$ cat src/rtl/dpd_digit_serializer_pkg.sv
// -----------------------------------------------------------------------------
// dpd_pkg
// Shared types and helpers for the DPD read-side datapath.
//   DECLET_W / BCD_W : field widths of a declet and a BCD digit
//   bcd_t, declet_t  : digit and declet types
//   bcd3_t           : three digits of one declet, [2] is the most significant
//   ser_state_e      : serializer FSM states
//   dpd_decode()     : full IEEE 754 densely-packed-decimal declet decoder
// -----------------------------------------------------------------------------
package dpd_pkg;

    localparam int DECLET_W = 10;
    localparam int BCD_W    = 4;

    typedef logic [BCD_W-1:0]    bcd_t;
    typedef logic [DECLET_W-1:0] declet_t;
    typedef bcd_t [2:0]          bcd3_t;

    typedef enum logic [0:0] {
        ST_IDLE = 1'b0,
        ST_EMIT = 1'b1
    } ser_state_e;

    // Declet bit naming: d[9:7]=pqr, d[6:4]=stu, d[3]=v, d[2:1]=wx, d[0]=y.
    // Large digits (8/9) carry only their LSB; the other bits are borrowed
    // from fields freed by the large digit. For the all-large pattern
    // (v=1, wx=11, st=11) p and q are ignored, so the 24 non-canonical
    // codes still land on valid digits.
    function automatic bcd3_t dpd_decode(input declet_t d);
        bcd3_t r;
        if (d[3] == 1'b0) begin
            r = {{1'b0, d[9:7]}, {1'b0, d[6:4]}, {1'b0, d[2:0]}};
        end else begin
            case (d[2:1])
                2'b00:   r = {{1'b0, d[9:7]},       {1'b0, d[6:4]},       {3'b100, d[0]}};
                2'b01:   r = {{1'b0, d[9:7]},       {3'b100, d[4]},       {1'b0, d[6:5], d[0]}};
                2'b10:   r = {{3'b100, d[7]},       {1'b0, d[6:4]},       {1'b0, d[9:8], d[0]}};
                default: begin
                    case (d[6:5])
                        2'b00:   r = {{3'b100, d[7]}, {3'b100, d[4]},       {1'b0, d[9:8], d[0]}};
                        2'b01:   r = {{3'b100, d[7]}, {1'b0, d[9:8], d[4]}, {3'b100, d[0]}};
                        2'b10:   r = {{1'b0, d[9:7]}, {3'b100, d[4]},       {3'b100, d[0]}};
                        default: r = {{3'b100, d[7]}, {3'b100, d[4]},       {3'b100, d[0]}};
                    endcase
                end
            endcase
        end
        return r;
    endfunction

endpackage

$ cat src/rtl/dpd_digit_serializer_if.sv
// -----------------------------------------------------------------------------
// dpd_digit_serializer_if
// Word-in / digit-out streams of the DPD digit serializer.
//   in_valid/in_ready/in_dpd : packed-declet word stream (MS declet in top bits)
//   flush                    : drop the remainder of the current word
//   out_valid/out_ready      : digit stream handshake
//   out_digit/out_last/out_idx : BCD digit, last-of-word flag, absolute position
// Modports: master = word producer / digit sink, slave = serializer.
// -----------------------------------------------------------------------------
interface dpd_digit_serializer_if #(
    parameter int NDECLETS = 2
);
    import dpd_pkg::*;

    localparam int NDIG  = 3 * NDECLETS;
    localparam int IDX_W = (NDIG > 1) ? $clog2(NDIG) : 1;

    logic                         in_valid;
    logic                         in_ready;
    logic [DECLET_W*NDECLETS-1:0] in_dpd;
    logic                         flush;
    logic                         out_valid;
    logic                         out_ready;
    bcd_t                         out_digit;
    logic                         out_last;
    logic [IDX_W-1:0]             out_idx;

    modport master (
        output in_valid, in_dpd, flush, out_ready,
        input  in_ready, out_valid, out_digit, out_last, out_idx
    );

    modport slave (
        input  in_valid, in_dpd, flush, out_ready,
        output in_ready, out_valid, out_digit, out_last, out_idx
    );

endinterface

$ cat src/rtl/dpd_digit_serializer_decode.sv
// -----------------------------------------------------------------------------
// dpd_declet_decode
// Combinational single-declet DPD-to-BCD decoder, kept as its own module so it
// can be exercised standalone over every 10-bit code.
//   declet : 10-bit DPD code
//   digits : three BCD digits, digits[2] most significant
// -----------------------------------------------------------------------------
module dpd_declet_decode
    import dpd_pkg::*;
(
    input  declet_t declet,
    output bcd3_t   digits
);

    assign digits = dpd_decode(declet);

endmodule

$ cat src/rtl/dpd_digit_serializer.sv
// -----------------------------------------------------------------------------
// dpd_digit_serializer
// Accepts a word of NDECLETS DPD declets, decodes it into 3*NDECLETS BCD digits
// and streams them out one per beat, most significant first.
//   clk   : clock, rising edge
//   rst_n : synchronous active-low reset
//   bus   : dpd_digit_serializer_if.slave (word in, digit out, flush)
// Build option: DPD_SER_ZSUP_EN enables leading-zero suppression (emission
// starts at the first non-zero digit; an all-zero word emits a single '0' at
// the last position). Without it every digit is emitted.
// -----------------------------------------------------------------------------
module dpd_digit_serializer
    import dpd_pkg::*;
#(
    parameter int NDECLETS = 2
) (
    input logic                   clk,
    input logic                   rst_n,
    dpd_digit_serializer_if.slave bus
);

    localparam int NDIG  = 3 * NDECLETS;
    localparam int IDX_W = (NDIG > 1) ? $clog2(NDIG) : 1;
    localparam logic [IDX_W-1:0] LAST_IDX = IDX_W'(NDIG - 1);

    // Index 0 of every digit vector is the most significant digit.
    ser_state_e             state_r;
    ser_state_e             state_nxt_s;
    bcd_t [NDIG-1:0]        digits_r;
    bcd_t [NDIG-1:0]        digits_nxt_s;
    bcd_t [NDIG-1:0]        dec_digits_s;
    logic [IDX_W-1:0]       idx_r;
    logic [IDX_W-1:0]       idx_nxt_s;
    logic [IDX_W-1:0]       start_idx_s;

    logic                   out_valid_r;
    logic                   out_last_r;
    bcd_t                   out_digit_r;
    logic                   out_valid_nxt_s;
    logic                   out_last_nxt_s;
    bcd_t                   out_digit_nxt_s;

    logic                   in_ready_s;
    logic                   accept_s;
    logic                   out_hs_s;

    genvar k;
    generate
        for (k = 0; k < NDECLETS; k++) begin : g_dec
            bcd3_t dig_s;

            // Declet k (k=0 most significant) feeds digit positions 3k..3k+2.
            dpd_declet_decode u_dec (
                .declet (bus.in_dpd[DECLET_W*(NDECLETS-k)-1 -: DECLET_W]),
                .digits (dig_s)
            );

            assign dec_digits_s[3*k]   = dig_s[2];
            assign dec_digits_s[3*k+1] = dig_s[1];
            assign dec_digits_s[3*k+2] = dig_s[0];
        end
    endgenerate

    // Start position of a freshly accepted word.
    always_comb begin
        start_idx_s = {IDX_W{1'b0}};
`ifdef DPD_SER_ZSUP_EN
        // Scan from the low end so the smallest non-zero position wins;
        // an all-zero word keeps the last position.
        start_idx_s = LAST_IDX;
        for (int i = NDIG - 2; i >= 0; i--) begin
            if (dec_digits_s[i] != 4'd0) begin
                start_idx_s = IDX_W'(i);
            end else begin
                start_idx_s = start_idx_s;
            end
        end
`endif
    end

    // A new word can be taken while idle or on the final digit handshake,
    // giving bubble-free back-to-back words; flush blocks acceptance.
    assign out_hs_s   = out_valid_r & bus.out_ready;
    assign in_ready_s = ~bus.flush & ((state_r == ST_IDLE) | (out_hs_s & out_last_r));
    assign accept_s   = bus.in_valid & in_ready_s;

    // Next-state, index and digit-register update; flush overrides everything.
    always_comb begin
        state_nxt_s  = state_r;
        idx_nxt_s    = idx_r;
        digits_nxt_s = digits_r;
        if (bus.flush) begin
            state_nxt_s = ST_IDLE;
        end else if (accept_s) begin
            state_nxt_s  = ST_EMIT;
            idx_nxt_s    = start_idx_s;
            digits_nxt_s = dec_digits_s;
        end else if (out_hs_s && !out_last_r) begin
            idx_nxt_s = idx_r + IDX_W'(1);
        end else if (out_hs_s) begin
            state_nxt_s = ST_IDLE;
        end else begin
            state_nxt_s = state_r;
        end
    end

    // Output values for the next cycle; registered below so outputs come from flops.
    always_comb begin
        out_valid_nxt_s = (state_nxt_s == ST_EMIT);
        out_digit_nxt_s = digits_nxt_s[idx_nxt_s];
        if (out_valid_nxt_s) begin
            out_last_nxt_s = (idx_nxt_s == LAST_IDX);
        end else begin
            out_last_nxt_s = 1'b0;
        end
    end

    // State, digit register, index and output registers.
    always_ff @(posedge clk) begin
        if (!rst_n) begin
            state_r     <= ST_IDLE;
            idx_r       <= {IDX_W{1'b0}};
            digits_r    <= {(NDIG*BCD_W){1'b0}};
            out_valid_r <= 1'b0;
            out_last_r  <= 1'b0;
            out_digit_r <= 4'd0;
        end else begin
            state_r     <= state_nxt_s;
            idx_r       <= idx_nxt_s;
            digits_r    <= digits_nxt_s;
            out_valid_r <= out_valid_nxt_s;
            out_last_r  <= out_last_nxt_s;
            out_digit_r <= out_digit_nxt_s;
        end
    end

    assign bus.in_ready  = in_ready_s;
    assign bus.out_valid = out_valid_r;
    assign bus.out_digit = out_digit_r;
    assign bus.out_last  = out_last_r;
    assign bus.out_idx   = idx_r;

endmodule

$ cat src/flat_wrapper.sv
// flat-port wrapper written by rule: the top's interface ports become plain ports
module dpd_digit_serializer_flat import dpd_pkg::*;
#(
    parameter int NDECLETS = 2
)
  (clk, rst_n, bus_in_valid, bus_in_dpd, bus_flush, bus_out_ready, bus_in_ready, bus_out_valid, bus_out_digit, bus_out_last, bus_out_idx);
  dpd_digit_serializer_if #(.NDECLETS(NDECLETS)) bus_i ();
  input logic clk;
  input logic rst_n;
  input wire logic [$bits(bus_i.in_valid)-1:0] bus_in_valid;
  input wire logic [$bits(bus_i.in_dpd)-1:0] bus_in_dpd;
  input wire logic [$bits(bus_i.flush)-1:0] bus_flush;
  input wire logic [$bits(bus_i.out_ready)-1:0] bus_out_ready;
  output wire logic [$bits(bus_i.in_ready)-1:0] bus_in_ready;
  output wire logic [$bits(bus_i.out_valid)-1:0] bus_out_valid;
  output wire logic [$bits(bus_i.out_digit)-1:0] bus_out_digit;
  output wire logic [$bits(bus_i.out_last)-1:0] bus_out_last;
  output wire logic [$bits(bus_i.out_idx)-1:0] bus_out_idx;
  assign bus_i.in_valid = bus_in_valid;
  assign bus_i.in_dpd = bus_in_dpd;
  assign bus_i.flush = bus_flush;
  assign bus_i.out_ready = bus_out_ready;
  assign bus_in_ready = bus_i.in_ready;
  assign bus_out_valid = bus_i.out_valid;
  assign bus_out_digit = bus_i.out_digit;
  assign bus_out_last = bus_i.out_last;
  assign bus_out_idx = bus_i.out_idx;
  dpd_digit_serializer #(.NDECLETS(NDECLETS)) u_core (.clk(clk), .rst_n(rst_n), .bus(bus_i));
endmodule
$ cat config.mk
export PLATFORM = sky130hd
export DESIGN_NAME = dpd_digit_serializer_flat
export DESIGN_NICKNAME = d
export VERILOG_FILES = /design/src/rtl/dpd_digit_serializer_pkg.sv /design/src/rtl/dpd_digit_serializer_if.sv /design/src/rtl/dpd_digit_serializer_decode.sv /design/src/rtl/dpd_digit_serializer.sv /design/src/flat_wrapper.sv
export SDC_FILE = /design/constraint.sdc
export NUM_CORES = 1
export LEC_CHECK = 0
export CAP_MARGIN = 10
export CELL_PAD_IN_SITES_DETAIL_PLACEMENT = 0
export CELL_PAD_IN_SITES_GLOBAL_PLACEMENT = 1
export CORE_MARGIN = 4
export CORE_UTILIZATION = 34
export CTS_CLUSTER_DIAMETER = 120
export DETAILED_ROUTE_END_ITERATION = 10
export PLACE_DENSITY_LB_ADDON = 0.1
export SLEW_MARGIN = 10
export SYNTH_ARGS = -nofsm -noshare
export SYNTH_HDL_FRONTEND = slang
export SYNTH_SLANG_ARGS = --single-unit
$ cat constraint.sdc
create_clock -name clk -period 1.6 [get_ports clk]
set_input_delay 0.24 -clock clk [delete_from_list [all_inputs] [get_ports clk]]
set_output_delay 0.24 -clock clk [all_outputs]
set_load 0.03 [all_outputs]
==> results.md <==
Critical path:
- STA classifies the critical path endpoint as a register.
- The critical path required time is 1.77 ns.
- STA classifies the critical path startpoint as a register.
- Tracing the worst setup path back leads to its startpoint at u_core.bus.out_valid.
- The arrival time at the worst endpoint is 1.90 ns.
- The endpoint identified for the worst register-to-register timing path is u_core.bus.out_digit[2].
- The critical path is of the reg -> reg type.
- The worst register-to-register path has a depth of 7.
- The most critical setup path has its endpoint at u_core.bus.out_digit[2].
- The launching point of the worst reg2reg path is u_core.bus.out_valid.
- Of all nets on the critical path, the largest fanout is 6.
- The register-to-register setup slack is -0.13 ns.

Timing:
- The number of endpoints with negative hold slack in the final report is 0.
- Setup slack on the critical path of the routed design comes to -0.131 ns.
- The final worst clock skew is 0.00874 ns.
- In the finished design, the share of the clock period the worst path needs comes to 1.08.
- The slew at the pin with the worst max-slew slack is 0.283 ns.
- The worst pin sits at a relative slew slack of 0.806.
- The number of slew-limit violations in the final report came to 0.
- The aggregate negative setup slack is -0.441 ns.
- Setup repair after global routing could not meet its margin everywhere.
- The maximum achievable frequency is 578 MHz.
- The clock period minus final worst setup slack is 1.73 ns.
- Setup violations remaining at the end of the flow were counted as 5.

Run status:
- The final reports fail on setup timing.
- The run finished, with violations left.

GRT:
- The number of global-route vias before repair is 1748.
- The initial antenna violation count was 0.
- The first global-routing pass estimated 8270 um of wire.
- The largest net degree at the start of global routing is 26.
- The global router's overall resource usage is 0.163.
- The total grt overflow is 0.

Routing:
- Summed over all layers, the routed wires come to 5110 um.
- In this run, the number of DRC markers left after iteration 0 of detailed routing was 84.
- The final route contains 1840 vias.
- The first TritonRoute pass finished after 4 iterations.
- The count of antenna-violating nets left after detailed routing is 0.
- Dividing the detail-routed via count by the number of cells gives 5.01.
- The DRC violations left is 0.
- After detailed routing, the average wire length per cell comes to 13.9 um.

Logic synthesis:
- The most repeated cell in the gate-level netlist after synthesis is nand2_1.
- The biggest area contributor in the post-synthesis netlist is dfxtp_1.
- The share of synthesized registers carrying an async set or reset is 0.
- For this run, the leading register cell type out of synthesis is dfxtp_1.
- The total standard cell area after synthesis is 0.00184 sq mm.
- The post-synthesis register bit count is 33.
- Of the synthesized area, sequential elements account for 0.360.
- The net count after synthesis is 247.
- The share of the synthesized area in the top cell type is 0.360.
- After synthesis, the netlist uses 49 different library cells.
- During synthesis, Yosys emitted a total of 0 warnings.
- A synthesized cell averages 8.31 sq um.
- After synthesis, the cell types taking the most area are dfxtp_1 36%, nand2_1 7.8%, mux2i_1 6.0%, a21boi_0 5.3%, nor2b_1 3.4%.
- After synthesis, the most frequently instantiated cells are 38 x nand2_1, 33 x dfxtp_1, 13 x a21boi_0, 13 x nor2_1, 11 x mux2i_1.
- The cell count after synthesis came out at 221.
- Counting flops with a built-in enable in the synthesized netlist gives 0.

CTS:
- The clock slew at the register clock pins of the worst setup and hold paths is 0.07 ns.
- The clock insertion delay at the later pin of the skew report is 0.28 ns.
- The maximum count of clock buffers along a single path is 2.
- The tree is rooted in a clkbuf_8.
- The H-tree was split into 2 levels.
- The clock sink count is 33.
- TritonCTS built the clock tree.
- The number of clock buffers inserted by TritonCTS is 5.

Floorplanning:
- The total area inside the core boundary comes to 0.00517 sq mm.
- 35 I/O pins were placed.
- The die extent in y is 81.5 um.
- The die width is 81.5 um.
- The initial utilization of the core area, before any placement, comes to 0.355.
- The floorplan die area is 0.00664 sq mm.
- The number of placement rows is 26.

Layout:
- The ratio of cells with drive above 1 in the final layout is 0.273.
- After routing the design area is 0.00281 sq mm.
- The final layout net count is 322.
- The number of diodes is 0.
- The utilization of the core after routing is 0.544.
- The synthesis-to-finish area growth is 53.2%.

Pwr:
- The fraction of power consumed by sequential logic is 0.422.
- The leakage power total is 1.17 nW.
- The total internal power is 1.57 mW.
- Power spread over the standard cell area amounts to 736 mW/mm^2.
- The clock share of power is 0.393.
- The combinational cell fraction of total power is 0.185.
- The switching share of power is 0.244.
- The net switching power is 0.506 mW.
- The worst-case IR drop observed on VDD is 403 uV.

Placed design:
- In this run the cell area measured after placement is 0.00254 sq mm.
- The final HPWL from detailed placement is 3940 um.
- The last weighted congestion value of the routability-driven placer is 0.793.
- The count of buffers added on input and output ports is 34.

Run:
- The count of maximum capacitance violations is 0.

Hold path:
- The instance count along the most critical hold path is 3.
- The type of the worst min-delay path is in -> reg.
worst min path at each step:
stage,start,endpoint
floorplan,bus_flush,u_core.bus.out_valid
global placement,u_core.digits_r[15],u_core.digits_r[15]
detailed placement,u_core.digits_r[15],u_core.digits_r[15]
CTS,bus_flush,u_core.bus.out_valid
global route,bus_flush,u_core.bus.out_valid
finish,bus_flush,u_core.bus.out_valid
area by class of cell:
cell class                 instances  area, sq um
clock inverter                     1         30.0
sequential                        33          671
timing repair buffer              78          699
fill                             492         2360
inverter                           4         15.0
multi-input combinational        174         1220
tap                               70         87.6
clock buffer                       7         86.3
critical path: stages (launching register included):
cell	delay [ns]
dfxtp_4	0.34
buf_4	0.14
inv_1	0.08
o311ai_4	0.33
buf_4	0.17
a31oi_1	0.12
nor4b_2	0.32
o22ai_1	0.12
power by group through the flow:
stage               clock [mW]  combinational [mW]  sequential (mW)
floorplan                    0               0.157            0.899
global placement             0               0.361            0.893
detailed placement           0               0.361            0.893
CTS                      0.834               0.377            0.874
global route             0.870               0.419            0.878
finish                   0.814               0.383            0.874
cells in the final DEF, fill, tap and decap left out, types with 3 or more instances in the layout:
cell             netlist  routed
nor2_2                 0       4
buf_4                  0      40
nor2b_1               10      10
a31oi_1                3       3
nand2_1               38      36
and3_1                 3       3
a21oi_1                8       8
and2_1                 3       3
dfxtp_1               33      29
o21ai_0                9       7
inv_1                  4       4
dlygate4sd2_1          0       6
o211ai_1               4       4
nand3_1                6       6
o211a_1                4       4
a211oi_1               4       4
a21boi_0              13      12
buf_6                  1       3
clkdlybuf4s50_1        0      26
nor3b_1                6       5
mux2i_1               11      10
nor2_1                13       9
o21ai_1                1       3
clkbuf_8               0       6
routing by layer:
metal	up-vias	wire, um	GRT usage
met5	-	0	0
met4	0	57	0.0507
met3	7	166	0.0307
met2	31	2340	0.262
met1	846	2550	0.219
li1	956	-	-
cell families after synthesis:
logic type | count (synthesis) | synth area share
AOI/OAI and AO/OA | 61 | 0.240
xor gates and xnor gates | 1 | 0.00886
adders and majority gates | 1 | 0.00681
buffers and inverters | 14 | 0.0327
DFF | 33 | 0.360
muxes | 13 | 0.0743
and+or+nand+nor | 98 | 0.277
sequential cells by signal (all words and copies together), names as in the netlist:
signal and count:
u_core.bus.out_digit 4, u_core.bus.out_idx 3, u_core.bus.out_last 1, u_core.bus.out_valid 1, u_core.digits_r 24
per-stage QoR:
step	hold WS, ns	total power, mW	worst slack, ns	cells
finish	0.434	2.07	-0.131	367
global placement	0.451	1.25	-0.590	354
detailed placement	0.457	1.25	-0.645	354
floorplan	0.314	1.06	-0.0827	221
global route	0.435	2.17	-0.171	367
CTS	0.432	2.09	-0.117	367
timing repair:
item | 4_1_cts | 5_1_grt
endpoints found under the setup margin | 25 | 23
setup buffers | 5 | 0
resized for setup | 19 | 12
hold buffers | 0 | 0
pin swaps | 5 | 6
Power figures use the tool's default switching activity.
